File: config.mk
export PLATFORM = sky130hd
export DESIGN_NAME = if_fetch_ctrl
export DESIGN_NICKNAME = d
export VERILOG_FILES = /design/src/rtl/if_fetch_ctrl.sv
export SDC_FILE = /design/constraint.sdc
export NUM_CORES = 1
export LEC_CHECK = 0
export CAP_MARGIN = 20
export CORE_MARGIN = 5
export CORE_UTILIZATION = 35
export DETAILED_ROUTE_END_ITERATION = 6
export PLACE_DENSITY_LB_ADDON = 0.05
export SYNTH_ARGS = -nofsm -noshare
export SYNTH_HDL_FRONTEND = slang
export SYNTH_SLANG_ARGS = --single-unit
File: constraint.sdc
create_clock -name clk -period 2.98 [get_ports clk]
set_input_delay 0.298 -clock clk [delete_from_list [all_inputs] [get_ports clk]]
set_output_delay 0.298 -clock clk [all_outputs]
set_load 0.02 [all_outputs]
File: src/rtl/if_fetch_ctrl.sv
// Fetch sequencer for the SPARC IF stage: PC/nPC load enables, nPC source select,
// IF/ID load/flush, boot hold, imem wait tracking and delay-slot annulment.
module if_fetch_ctrl #(
    parameter int BOOT_CYCLES = 2,
    parameter int MAX_WAIT    = 4,
    parameter int CNT_W       = 16
) (
    input  logic             clk,
    input  logic             R,
    input  logic             imem_ready,
    input  logic             stall_in,
    input  logic             br_valid,
    input  logic             br_taken,
    input  logic             br_always,
    input  logic             br_annul,
    input  logic             jmpl_valid,
    output logic             pc_le,
    output logic             npc_le,
    output logic [1:0]       npc_sel,
    output logic             ifid_le,
    output logic             ifid_flush,
    output logic             id_freeze,
    output logic             fetch_valid,
    output logic [1:0]       state,
    output logic             imem_timeout,
    output logic [CNT_W-1:0] redirect_count
);

    localparam int BOOT_EFF = (BOOT_CYCLES < 1) ? 1 : BOOT_CYCLES;
    localparam int WAIT_EFF = (MAX_WAIT < 1) ? 1 : MAX_WAIT;
    localparam int BOOT_W   = (BOOT_EFF > 1) ? $clog2(BOOT_EFF) : 1;
    localparam int WAIT_W   = $clog2(WAIT_EFF + 1);

    typedef enum logic [1:0] {
        ST_BOOT = 2'b00,
        ST_RUN  = 2'b01,
        ST_WAIT = 2'b10,
        ST_HOLD = 2'b11
    } state_e;

    state_e             state_q, state_d;
    logic [BOOT_W-1:0]  boot_cnt_q, boot_cnt_d;
    logic [WAIT_W-1:0]  wait_cnt_q, wait_cnt_d;
    logic               timeout_q, timeout_d;
    logic [CNT_W-1:0]   redir_q, redir_d;
    logic               redirect;

    always_ff @(posedge clk or negedge R) begin
        if (!R) begin
            state_q    <= ST_BOOT;
            boot_cnt_q <= '0;
            wait_cnt_q <= '0;
            timeout_q  <= 1'b0;
            redir_q    <= '0;
        end else begin
            state_q    <= state_d;
            boot_cnt_q <= boot_cnt_d;
            wait_cnt_q <= wait_cnt_d;
            timeout_q  <= timeout_d;
            redir_q    <= redir_d;
        end
    end

    always_comb begin
        state_d    = state_q;
        boot_cnt_d = boot_cnt_q;
        wait_cnt_d = wait_cnt_q;
        timeout_d  = timeout_q;
        redir_d    = redir_q;
        redirect   = 1'b0;
        pc_le      = 1'b0;
        npc_le     = 1'b0;
        npc_sel    = 2'b00;
        ifid_le    = 1'b1;
        ifid_flush = 1'b1;
        id_freeze  = 1'b0;

        if (imem_ready) begin
            wait_cnt_d = '0;
        end

        if (state_q == ST_BOOT) begin
            boot_cnt_d = boot_cnt_q + 1'b1;
            if (boot_cnt_q == BOOT_W'(BOOT_EFF - 1)) begin
                state_d = ST_RUN;
            end
        end else begin
            ifid_flush = 1'b0;
            if (!imem_ready) begin
                ifid_le   = 1'b0;
                id_freeze = 1'b1;
                state_d   = ST_WAIT;
                if (wait_cnt_q != WAIT_W'(WAIT_EFF)) begin
                    wait_cnt_d = wait_cnt_q + 1'b1;
                end
                if (wait_cnt_q == WAIT_W'(WAIT_EFF - 1)) begin
                    timeout_d = 1'b1;
                end
            end else if (stall_in) begin
                // CTI in ID stays unresolved; hazard unit re-presents it after the stall.
                ifid_le = 1'b0;
                state_d = ST_HOLD;
            end else begin
                pc_le   = 1'b1;
                npc_le  = 1'b1;
                state_d = ST_RUN;
                if (jmpl_valid) begin
                    npc_sel  = 2'b10;
                    redirect = 1'b1;
                end else if (br_valid && br_taken) begin
                    npc_sel  = 2'b01;
                    redirect = 1'b1;
                end
                // Annul squashes the delay slot unless the branch is taken conditionally.
                ifid_flush = !jmpl_valid && br_valid && br_annul && (!br_taken || br_always);
            end
        end

        if (redirect && !(&redir_q)) begin
            redir_d = redir_q + 1'b1;
        end
    end

    assign fetch_valid    = ifid_le & ~ifid_flush;
    assign state          = state_q;
    assign imem_timeout   = timeout_q;
    assign redirect_count = redir_q;

endmodule

==> results.toml <==
[status]
status = "finished clean"

[timing]
fin_crit_sh_pct = 77.9
fmax_mhz = 431
setup_viol = 0
rsz0062_at_grt = "false"
slew_headroom_pct = 64.1
hold_viol_final = 0
fin_skew_ns = 0.00665
report.final.slew_viol_count = 0
min_period_ns = 2.32
fin_setup_tns_ns = 0
tightest_slew_ns = 0.535
finalHoldWorstSlack_ns = 0.317

[floorplanning]
fp.coreArea_um2 = 3340
dieArea_um2 = 4750
die_height_um = 68.9
io_pins = 36
die_x_um = 68.9
start_util_pct = 36.4
std_cell_rows = 21

[clock_network]
cts_setup_buffers = 0
clock_latency_ns = 0.31
root_buffer = "clkbuf_4"
clock_path_buffers = 2
cts.clk_slew.worst_paths_ns = 0.13
hold_buffers = 0
cts_tree = "yes"
cts.sink_count = 23
cts_inserted_buffers = 3
h-tree-depth = 1
cts_resized = 0

[setup_path]
r2r-start = "state[0]$_DFFE_PN0P_"
crit_arrival_ns = 2.02
worst-path-buf-inv = 1
path_cells = "nor2_1, nor2_1, and3_1, clkdlybuf4s50_1"
timing.rr.end = "redirect_count[14]$_DFFE_PN0P_"
cp-end-kind = "output port"
crit_top_cell = "nor2_1"
r2r_slack_ns = 1.00
required_ns = 2.68
startpoint_type = "register"
worstRegToRegCells = 4
setup.worst_path.class = "reg -> out"
worstPathMaxFanout = 8
path_delay_family = "simple AND/OR/NAND/NOR gates"
cp_slowest_cell = "clkdlybuf4s50_1"
max_stage_delay_ns = 0.54

[global_route]
grt_pass1_wl_um = 4530
antenna_found_initial = 0
grt_usage_pct = 12.7
grt_max_degree = 24
grt_pass1_vias = 1000
grt_overflow = 0

[min_path]
hold_class = "in -> async"

[logic_synthesis]
synthTopCellsByArea = "dfrtp_1 47%, xor2_1 7.9%, ha_1 4.1%"
synth_area_um2 = 1210
synth.distinct_cells = 29
syn_avg_cell_area_um2 = 10.5
syn_nets = 129
netlist.area_leader.share_pct = 47.4
synth.most_common_cell = "dfrtp_1"
ys_ff_latch = 23
synth_edf_count = 0
yosys_warnings = 0
synthCells = 116
synth_top_area_cell = "dfrtp_1"
synth_seq_area_share_pct = 47.4
postSynth.asyncResetShare_pct = 100
ys.flop_type = "dfrtp_1"
netlist_top_cells_count = "23 x dfrtp_1, 11 x xor2_1, 8 x nor4_1"

[power]
p_leak_nw = 0.708
p_per_area_nw_per_um2 = 600
peakVddDrop_mv = 0.367

[final_layout]
n_antenna_cell = 0
drive_above_1_share_pct = 7.84
area_delta_synth_final_pct = 34.0
final_nets = 167

[routing]
highest_layer = "met4"
dr.pass1.iters = 4
wirelength_met1_um = 1180
drt_first_iter_violations = 48
dr_wl_met3_um = 199
route.detailed.drc = 0
drt-total-wl_um = 2630
vias = 979
vias_per_cell = 4.92
wl_met2_um = 1230
wl_per_cell_um = 13.2
postRouteAntennaNets = 0

[flow_run]
drv_cap = 0

[placed_design]
portBuffers = 35
place.gp.congestion = 0.785
post-dp-hpwl_um = 2000
[cell type report]
type	instances	area, um2
fillers	326	1710
clock buffers	3	22.5
inverters	6	22.5
well taps	46	57.6
repair buffers	36	358
clock inverters	1	5.00
flip-flops and latches	23	576
multi-input cells	84	587
[per-stage QoR]
step,worst slack [ns],instances,utilization (%),area [um2],power [W]
2_1_floorplan,1.07,116,-,1210,0.000664
3_3_place_gp,0.578,195,48.0,1600,0.000836
3_5_place_dp,0.531,195,48.0,1600,0.000840
4_1_cts,0.632,199,48.8,1630,0.000997
5_1_grt,0.528,199,48.8,1630,0.00106
6_report,0.660,199,48.8,1630,0.000977
[cells in the final DEF, fill, tap and decap left out]
| cell type | synthesis | layout |
|---|---|---|
| clkdlybuf4s50_1 | 0 | 35 |
| dfrtp_1 | 23 | 23 |
| xor2_1 | 11 | 11 |
| nor4_1 | 8 | 8 |
| nand2_1 | 7 | 7 |
| inv_1 | 6 | 6 |
| nor2_1 | 6 | 6 |
| nand3_1 | 5 | 5 |
| nand4_1 | 5 | 5 |
| a21oi_1 | 4 | 4 |
| xnor2_1 | 4 | 4 |
| nor3_1 | 4 | 4 |
| ha_1 | 4 | 4 |
| and3_1 | 3 | 3 |
| nand2b_1 | 3 | 3 |
| clkbuf_4 | 0 | 3 |
| or2_2 | 2 | 2 |
| nor2b_1 | 2 | 2 |
| o21ai_0 | 2 | 2 |
| or3_1 | 2 | 2 |
| mux2_1 | 2 | 2 |
| nor3b_1 | 2 | 2 |
| mux2_2 | 2 | 2 |
| nand2b_2 | 1 | 1 |
| and2_1 | 1 | 1 |
| and4_1 | 1 | 1 |
| nor4_4 | 1 | 1 |
| nor4_2 | 1 | 1 |
| a21o_1 | 1 | 1 |
| clkinv_2 | 0 | 1 |
| buf_4 | 1 | 1 |
[where the power goes]
group	switching, W	total [W]	internal, W
Combinational	0.000185	0.000376	0.000191
Sequential	0.0000717	0.000455	0.000383
Clock	0.0000962	0.000146	0.0000501
Total	0.000353	0.000977	0.000624
[kinds of logic after synthesis]
family	synth area share [%]
flip-flops	47.4
buffers and inverters	4.33
XOR/XNOR	10.8
multiplexers	3.71
AO/OA/AOI/OAI	3.09
adder cells (fa/ha/maj)	4.12
AND/OR/NAND/NOR	26.6
[worst reg2reg max path: cells and delay by family, from the launching register on]
kind,cells,cell delay (ns)
flip-flops,1,0.40
multiplexers,1,0.35
AND/OR/NAND/NOR,3,1.12
[state kept, by name, summed over array words and instances, names as in the netlist]
name and count:
boot_cnt_q 1, redirect_count 16, state 2, wait_cnt_q 3
imem_timeout 1
[layer usage]
| metal | track usage [%] | vias to the layer above |
|---|---|---|
| met4 | 2.43 | 0 |
| met1 | 15.4 | 457 |
| li1 | - | 483 |
| met3 | 4.86 | 2 |
| met2 | 21.5 | 37 |
| met5 | 0 | - |
[worst max path at each step]
| stage | start | to | cells past startpoint |
|---|---|---|---|
| floorplan | redirect_count[0]$_DFFE_PN0P_ | redirect_count[12]$_DFFE_PN0P_ | 5 |
| CTS | state[0]$_DFFE_PN0P_ | npc_sel[0] | 4 |
| finish | state[0]$_DFFE_PN0P_ | npc_sel[0] | 4 |
| global route | state[1]$_DFFE_PN0P_ | npc_sel[0] | 4 |
| detailed placement | imem_ready | redirect_count[12]$_DFFE_PN0P_ | 5 |
| global placement | imem_ready | redirect_count[12]$_DFFE_PN0P_ | 5 |
Note: power is estimated with default switching activity, not from simulation.
